<file path="src/rtl/sort_frame_serializer.sv">
// rtl/sort_frame_serializer.sv - ping-pong frame buffer streaming sorted frames one word per beat
module sort_frame_serializer #(
    parameter int WIDTH = 32,
    parameter int DEPTH = 8,
    parameter int CNT_W = 16,
    localparam int IDX_W = $clog2(DEPTH)
) (
    input  logic             clk,
    input  logic             rst,
    input  logic             frame_valid,
    input  logic [WIDTH-1:0] frame_data [0:DEPTH-1],
    output logic             m_valid,
    input  logic             m_ready,
    output logic [WIDTH-1:0] m_data,
    output logic [IDX_W-1:0] m_index,
    output logic             m_last,
    output logic             busy,
    output logic             full,
    output logic             overflow,
    output logic [CNT_W-1:0] drop_cnt
);

    typedef enum logic [1:0] {
        EMPTY = 2'd0,
        ONE   = 2'd1,
        FULL  = 2'd2
    } occ_t;

    occ_t             state, state_next;
    logic [WIDTH-1:0] slot [0:1][0:DEPTH-1];
    logic             wr_ptr;
    logic             rd_ptr;
    logic [IDX_W-1:0] elem_idx;

    logic pop;
    logic pop_last;
    logic accept_in;
    logic drop;
    logic at_last;

    assign at_last   = (elem_idx == IDX_W'(DEPTH - 1));
    assign m_valid   = (state != EMPTY);
    assign pop       = m_valid && m_ready;
    assign pop_last  = pop && at_last;
    // A frame landing on the cycle the last word of a full buffer leaves reuses that slot.
    assign accept_in = frame_valid && ((state != FULL) || pop_last);
    assign drop      = frame_valid && (state == FULL) && !pop_last;

    assign m_data  = m_valid ? slot[rd_ptr][elem_idx] : '0;
    assign m_index = elem_idx;
    assign m_last  = m_valid && at_last;
    assign busy    = (state != EMPTY);
    assign full    = (state == FULL);

    always_ff @(posedge clk) begin
        if (rst) begin
            state <= EMPTY;
        end else begin
            state <= state_next;
        end
    end

    always_comb begin
        state_next = state;
        case (state)
            EMPTY: begin
                if (accept_in) state_next = ONE;
            end
            ONE: begin
                if (accept_in && !pop_last) state_next = FULL;
                else if (pop_last && !accept_in) state_next = EMPTY;
            end
            FULL: begin
                if (pop_last && !accept_in) state_next = ONE;
            end
            default: state_next = EMPTY;
        endcase
    end

    always_ff @(posedge clk) begin
        if (rst) begin
            wr_ptr   <= 1'b0;
            rd_ptr   <= 1'b0;
            elem_idx <= '0;
            overflow <= 1'b0;
            drop_cnt <= '0;
        end else begin
            overflow <= drop;
            if (drop && (drop_cnt != {CNT_W{1'b1}})) begin
                drop_cnt <= drop_cnt + CNT_W'(1);
            end
            if (accept_in) begin
                wr_ptr <= ~wr_ptr;
            end
            if (pop_last) begin
                elem_idx <= '0;
                rd_ptr   <= ~rd_ptr;
            end else if (pop) begin
                elem_idx <= elem_idx + IDX_W'(1);
            end
        end
    end

    // Frame storage carries no reset; occupancy state alone decides what is visible.
    always_ff @(posedge clk) begin
        if (!rst && accept_in) begin
            for (int i = 0; i < DEPTH; i++) begin
                slot[wr_ptr][i] <= frame_data[i];
            end
        end
    end

endmodule

</file>
<file path="config.mk">
export PLATFORM = sky130hd
export DESIGN_NAME = sort_frame_serializer
export DESIGN_NICKNAME = d
export VERILOG_FILES = /design/src/rtl/sort_frame_serializer.sv
export SDC_FILE = /design/constraint.sdc
export NUM_CORES = 1
export LEC_CHECK = 0
export CORE_MARGIN = 2
export CORE_UTILIZATION = 40
export DETAILED_ROUTE_END_ITERATION = 7
export GPL_ROUTABILITY_DRIVEN = 0
export HOLD_SLACK_MARGIN = 0.15
export PLACE_DENSITY = 0.67
export SYNTH_ARGS = -nofsm -noshare
export SYNTH_HDL_FRONTEND = slang
export SYNTH_SLANG_ARGS = --single-unit
</file>
<file path="constraint.sdc">
create_clock -name clk -period 34.4 [get_ports clk]
set_input_delay 5.16 -clock clk [delete_from_list [all_inputs] [get_ports clk]]
set_output_delay 5.16 -clock clk [all_outputs]
set_load 0.02 [all_outputs]
</file>
==> reports/results.ini, run 1 <==
[layout]
drive_above_1_share = 0.156
final_util = 0.515
stdcell_count = 2053
fin_area_um2 = 26500
synthToLayoutAreaGrowth_pct = 27.2
fin_nets = 1585

[power_and_ir_drop]
max-vdd-ir-drop_mv = 0.0416
power_density_nw_per_um2 = 54.2
leakagePower_nw = 8.26

[critical_path]
crit_fanout = 46
critical_path_class = flop to output pin
crit_path_end_kind = output pin
required_ns = 29.24
arrival_ns = 4.59
critPathLaunchType = flop

[place]
hpwl_mm = 30.1
postPlaceCellArea_um2 = 24700
io_buffers = 315
dpl.cell_count = 1943
dp_slack_ns = 24.56

[timing]
setup_viol = 0
final.setup.tns_ns = 0
rsz0062_at_grt = false
setup_slack_ns = 24.65
hold_viol_final = 0
max_freq_mhz = 103
fin_skew_ns = 0.0236
fin_crit_sh = 0.284
slew_violations = 0
worstMarginPinSlew_ns = 1.23
relSlewSlack = 0.177
fin_crit_ns = 9.75

[clocking]
clk-insertion-delay-late_ns = 0.61
h-tree-depth = 2
cts-root-buf = clkbuf_16
cts_num_sinks = 537
cts-resized-gates = 0
cts_buffer_depth = 3
cts_setup_buffers = 0
cts_hold_buf = 0
cts-buffers-inserted = 56
clk_pin_slew_ns = 0.06
tritoncts = built

[logic_synthesis]
synth_async_sr_flop_share = 0
ys_warn_count = 0
synth_seq_cells = 537
syn-mean-instance-area_um2 = 21.1
syn_area_um2 = 20800
synthCells = 987
synth.yosys.seq_area_share = 0.763
synth.distinct_cells = 46
synth_fp_nets = 1251
synth-main-ff-cell = edfxtp_1
synth_edf_count = 512

[routing]
antenna_left = 0
wire_per_inst_um = 22.9
vias_per_cell = 5.31
vias = 10900
finalWirelength_mm = 47.0
route.detailed.drc = 0
drt-initial-drc-count = 744
dr.pass1.iters = 5

[die]
ios = 316
dieArea_um2 = 53800
start_util = 0.405
die_w_um = 232
core_um2 = 51400
rows = 83
die_y_um = 232

[grt]
grt_max_degree = 168
antenna_found_initial = 16
grt_pass1_wl_mm = 70.2
first_global_vias = 11600
grt_overflow = 0
grt_usage = 0.176

[flow_run]
cap_viol_max_count = 0

[run_status]
status = complete, no violations

[hold_path]
min_path_type = flop to flop

==> area by class of cell <==
class	instances	area, µm²
well taps	680	851
clock inverters	25	255
multi-input cells	388	4600
diodes	10	25.0
flip-flops and latches	537	15900
clock buffers	75	1520
fillers	4112	24900
inverters	6	22.5
repair buffers	332	3290
==> critical path, cell delays in order (launching register included) <==
cell and delay, ns:
dfxtp_4 0.61, buf_4 0.67, buf_4 0.79, mux4_2 0.59, a22o_1 0.19, a221o_1 0.40, clkdlybuf4s50_1 0.57
==> cells in the mapped netlist (all sizes together), types with 2 or more instances <==
library cell	count	area [µm²]
a21oi	19	95.1
a221o	22	220
a22o	20	175
a22oi	20	150
a32o	2	20.0
and2	2	12.5
and3	22	138
and4	8	72.6
buf	39	272
clkbuf	17	63.8
dfxtp	25	500
edfxtp	512	15400
ha	4	50.1
inv	6	22.5
mux2i	65	651
mux4	106	2390
nand2	9	36.3
nand3	8	40.0
nand4	6	37.5
nor2	13	48.8
nor2b	3	18.8
nor3	4	20.0
nor3b	3	22.5
o21ai	7	35.0
o22ai	10	62.6
o31ai	11	82.6
or3	3	18.8
or4	10	75.1
==> power by group <==
group	total [mW]	internal [mW]	switching [mW]
clock network	0.587	0.346	0.240
registers	0.751	0.745	0.00566
logic	0.0960	0.0503	0.0456
==> per-stage QoR <==
step | hold slack (ns) | power [mW]
after floorplan | 0.481 | 0.821
after global placement | 0.490 | 0.859
after detailed placement | 0.497 | 0.862
after CTS | 0.504 | 1.45
after global routing | 0.535 | 1.48
final | 0.510 | 1.43
==> kinds of logic after synthesis <==
kind of cell | synth area share
flops | 0.763
mux | 0.147
compound gates | 0.0419
simple gates | 0.0278
buf+inv | 0.0172
fa+ha+maj | 0.00241
xor+xnor | 0.000842
==> sequential cells by signal, indices dropped and copies added (netlist names), named ones only <==
| name | cells |
|---|---|
| drop_cnt | 16 |
| m_index | 3 |
| overflow | 1 |
| rd_ptr | 1 |
| slot | 512 |
| state | 2 |
| wr_ptr | 1 |
==> routing by layer <==
metal  track usage  share of wire  vias up
li1              -              -     4884
met1         0.226           0.41     5617
met2         0.289           0.50      296
met3        0.0411          0.060       95
met4        0.0699          0.030       14
met5             0         0.0018        -
==> cell usage in the layout (no fill, tap or decap), drive strengths merged, types with 7 or more instances in the layout <==
master,synthesis,routed
diode,0,10
nand2,9,9
inv,6,8
clkinv,0,14
clkdlybuf4s50,0,315
and4,8,8
a22o,20,20
a21oi,19,19
a221o,22,22
mux2i,65,65
o31ai,11,11
clkbuf,17,75
nor2,13,13
buf,39,17
edfxtp,512,512
o21ai,7,7
or4,10,10
mux4,106,106
nand3,8,8
and3,22,22
o22ai,10,10
a22oi,20,20
dfxtp,25,25
==> path summary, 6_finish.rpt <==
| kind | startpoint | to | slack (ns) | cells after the start |
|---|---|---|---|---|
| max | flop | m_data[1] | 24.65 | 6 |
| min | drop_cnt[7]$_SDFFE_PP0P_ | drop_cnt[7]$_SDFFE_PP0P_ | 0.51 | 2 |
| max reg2reg | m_index[1]$_SDFFE_PP0P_ | slot[1][161]$_DFFE_PP_ | 28.60 | 9 |
| min reg2reg | drop_cnt[7]$_SDFFE_PP0P_ | drop_cnt[7]$_SDFFE_PP0P_ | 0.51 | 2 |
Note: power is estimated with default switching activity, not from simulation.
==> run 2: changes to the inputs <==
Clock period 34.4 ns to 9.1 ns, I/O delays scaled along.
==> run 2 against run 1 <==
  * Setup slack worse by 21 ns
  * Global-route usage grew 0.11 points
  * Die area is the same
  * Combinational power grew to 3.8 times the previous value
  * Sequential power increased to 3.8 times the previous value
  * Power rose to 3.7 times the previous value
  * Hold slack worse by 0.0046 ns
  * Final area down 0.54%
  * Clock power grew to 3.6 times the previous value
  * Via count hardly changed
  * Critical path type unchanged
==> reports/results.ini, run 2 (same netlist as run 1, synthesis figures left out) <==
[timing]
final.setup.tns_ns = 0  ; unchanged
holdWs_ns = 0.506  ; was 0.510 ns
fin_crit_sh = 0.632
fin_crit_ns = 5.75
max_freq_mhz = 174
setup_viol = 0  ; unchanged
fin_skew_ns = 0.0116  ; was 0.0236 ns
rsz0062_at_grt = false  ; unchanged
hold_viol_final = 0  ; unchanged
relSlewSlack = 0.0540  ; was 0.177
setup_slack_ns = 3.35  ; was 24.65 ns
slew_violations = 0  ; unchanged
worstMarginPinSlew_ns = 1.42  ; was 1.23 ns

[clocking]
cts_buffer_depth = 3  ; unchanged
cts-buffers-inserted = 56  ; unchanged
cts-root-buf = clkbuf_16  ; unchanged
cts_setup_buffers = 0  ; unchanged
tritoncts = built  ; unchanged
h-tree-depth = 2  ; unchanged
clk_pin_slew_ns = 0.06  ; about the same
cts_hold_buf = 0  ; unchanged
cts_num_sinks = 537  ; unchanged
cts-resized-gates = 0  ; unchanged
clk-insertion-delay-late_ns = 0.60  ; was 0.61 ns

[critical_path]
reg2reg_depth = 7  ; was 9
r2r_end = slot[1][2]$_DFFE_PP_  ; was slot[1][161]$_DFFE_PP_
worstReg2RegStart = m_index[1]$_SDFFE_PP0P_  ; unchanged
crit_path_end_kind = output pin  ; unchanged
required_ns = 7.74  ; was 29.24 ns
crit_fanout = 49  ; was 46
r2r_setup_slack_ns = 4.85  ; was 28.60 ns
critical_path_class = flop to output pin  ; unchanged
arrival_ns = 4.38  ; was 4.59 ns
critPathLaunchType = flop  ; unchanged

[routing]
vias_per_cell = 5.36  ; was 5.31
drt-initial-drc-count = 935  ; was 744
wire_per_inst_um = 23.1  ; was 22.9 µm
route.detailed.drc = 0  ; unchanged
antenna_left = 0  ; unchanged
dr.pass1.iters = 4  ; was 5
vias = 10900  ; about the same
finalWirelength_mm = 47.1  ; was 47.0 mm

[hold_path]
hp-start = drop_cnt[7]$_SDFFE_PP0P_  ; unchanged
whs_path_depth = 2  ; unchanged
min_path_type = flop to flop  ; unchanged
hold_path_end = drop_cnt[7]$_SDFFE_PP0P_  ; unchanged

[die]
rows = 83  ; unchanged
dieArea_um2 = 53800  ; unchanged
core_um2 = 51400  ; unchanged
die_y_um = 232  ; unchanged
start_util = 0.405  ; unchanged
ios = 316  ; unchanged
die_w_um = 232  ; unchanged

[flow_run]
cap_viol_max_count = 0  ; unchanged

[layout]
top_register = slot  ; unchanged
layout_common_cells = edfxtp_1, clkdlybuf4s50_1, mux4_2, mux2i_1, clkbuf_16  ; unchanged
fin_nets = 1579  ; was 1585
final_util = 0.512  ; was 0.515
synthToLayoutAreaGrowth_pct = 26.5  ; was 27.2%
final_common_cell = edfxtp_1  ; unchanged
fin_area_um2 = 26300  ; was 26500 µm²
largest_register_ffs = 512  ; unchanged
drive_above_1_share = 0.147  ; was 0.156
stdcell_count = 2038  ; was 2053

[grt]
first_global_vias = 11500  ; was 11600
grt_overflow = 0  ; unchanged
grt_max_degree = 177  ; was 168
grt_usage = 0.177  ; was 0.176
antenna_found_initial = 9  ; was 16
grt_pass1_wl_mm = 70.6  ; was 70.2 mm

[place]
hpwl_mm = 29.4  ; was 30.1 mm
postPlaceCellArea_um2 = 24600  ; was 24700 µm²
io_buffers = 315  ; unchanged
dpl.cell_count = 1937  ; was 1943
dp_slack_ns = 3.92  ; was 24.56 ns

[power_and_ir_drop]
leakagePower_nw = 8.19  ; was 8.26 nW
max-vdd-ir-drop_mv = 0.124  ; was 0.0416 mV
power_density_nw_per_um2 = 202  ; was 54.2 nW/µm²
power.total_mw = 5.31  ; was 1.43 mW

[run_status]
status = complete, no violations  ; unchanged

[run 2: layout make-up]
class | count | area (µm²)
Inverter | 6 | 22.5
Tap cell | 680 | 851
Timing Repair Buffer | 326 | 3270
Antenna cell | 1 | 2.50
Clock inverter | 30 | 191
Multi-Input combinational cell | 388 | 4610
Sequential cell | 537 | 15900
Clock buffer | 70 | 1480
Fill cell | 4113 | 25100
[run 2: report_power, final]
part           internal (mW)  total, mW  switching (mW)
clock network           1.20       2.10           0.908
logic                  0.191      0.364           0.173
registers               2.82       2.84          0.0232
total                   4.20       5.31            1.10
[run 2: metal layers]
metal | wire (µm) | track usage
met3 | 2760 | 0.0379
met5 | 105 | 0
met2 | 23600 | 0.291
met1 | 19500 | 0.233
met4 | 1200 | 0.0609
[run 2: worst max-delay path by stage]
stage                                       start                   end  slack [ns]  depth (start not counted)
after global placement    m_index[1]$_SDFFE_PP0P_            m_data[13]        3.93                          5
after CTS                 m_index[1]$_SDFFE_PP0P_            m_data[13]        3.26                          5
after detailed placement  m_index[1]$_SDFFE_PP0P_            m_data[13]        3.92                          5
final                     m_index[1]$_SDFFE_PP0P_            m_data[13]        3.35                          5
after global routing      m_index[1]$_SDFFE_PP0P_            m_data[13]        3.14                          5
after floorplan                           m_ready  slot[1][0]$_DFFE_PP_        0.35                          3
[run 2: worst max-delay path: stages, from the launching register on]
cell	delay, ns
dfxtp_4	1.02
and2_1	1.19
a22oi_1	0.33
a22o_1	0.32
a221o_1	0.36
clkdlybuf4s50_1	0.55
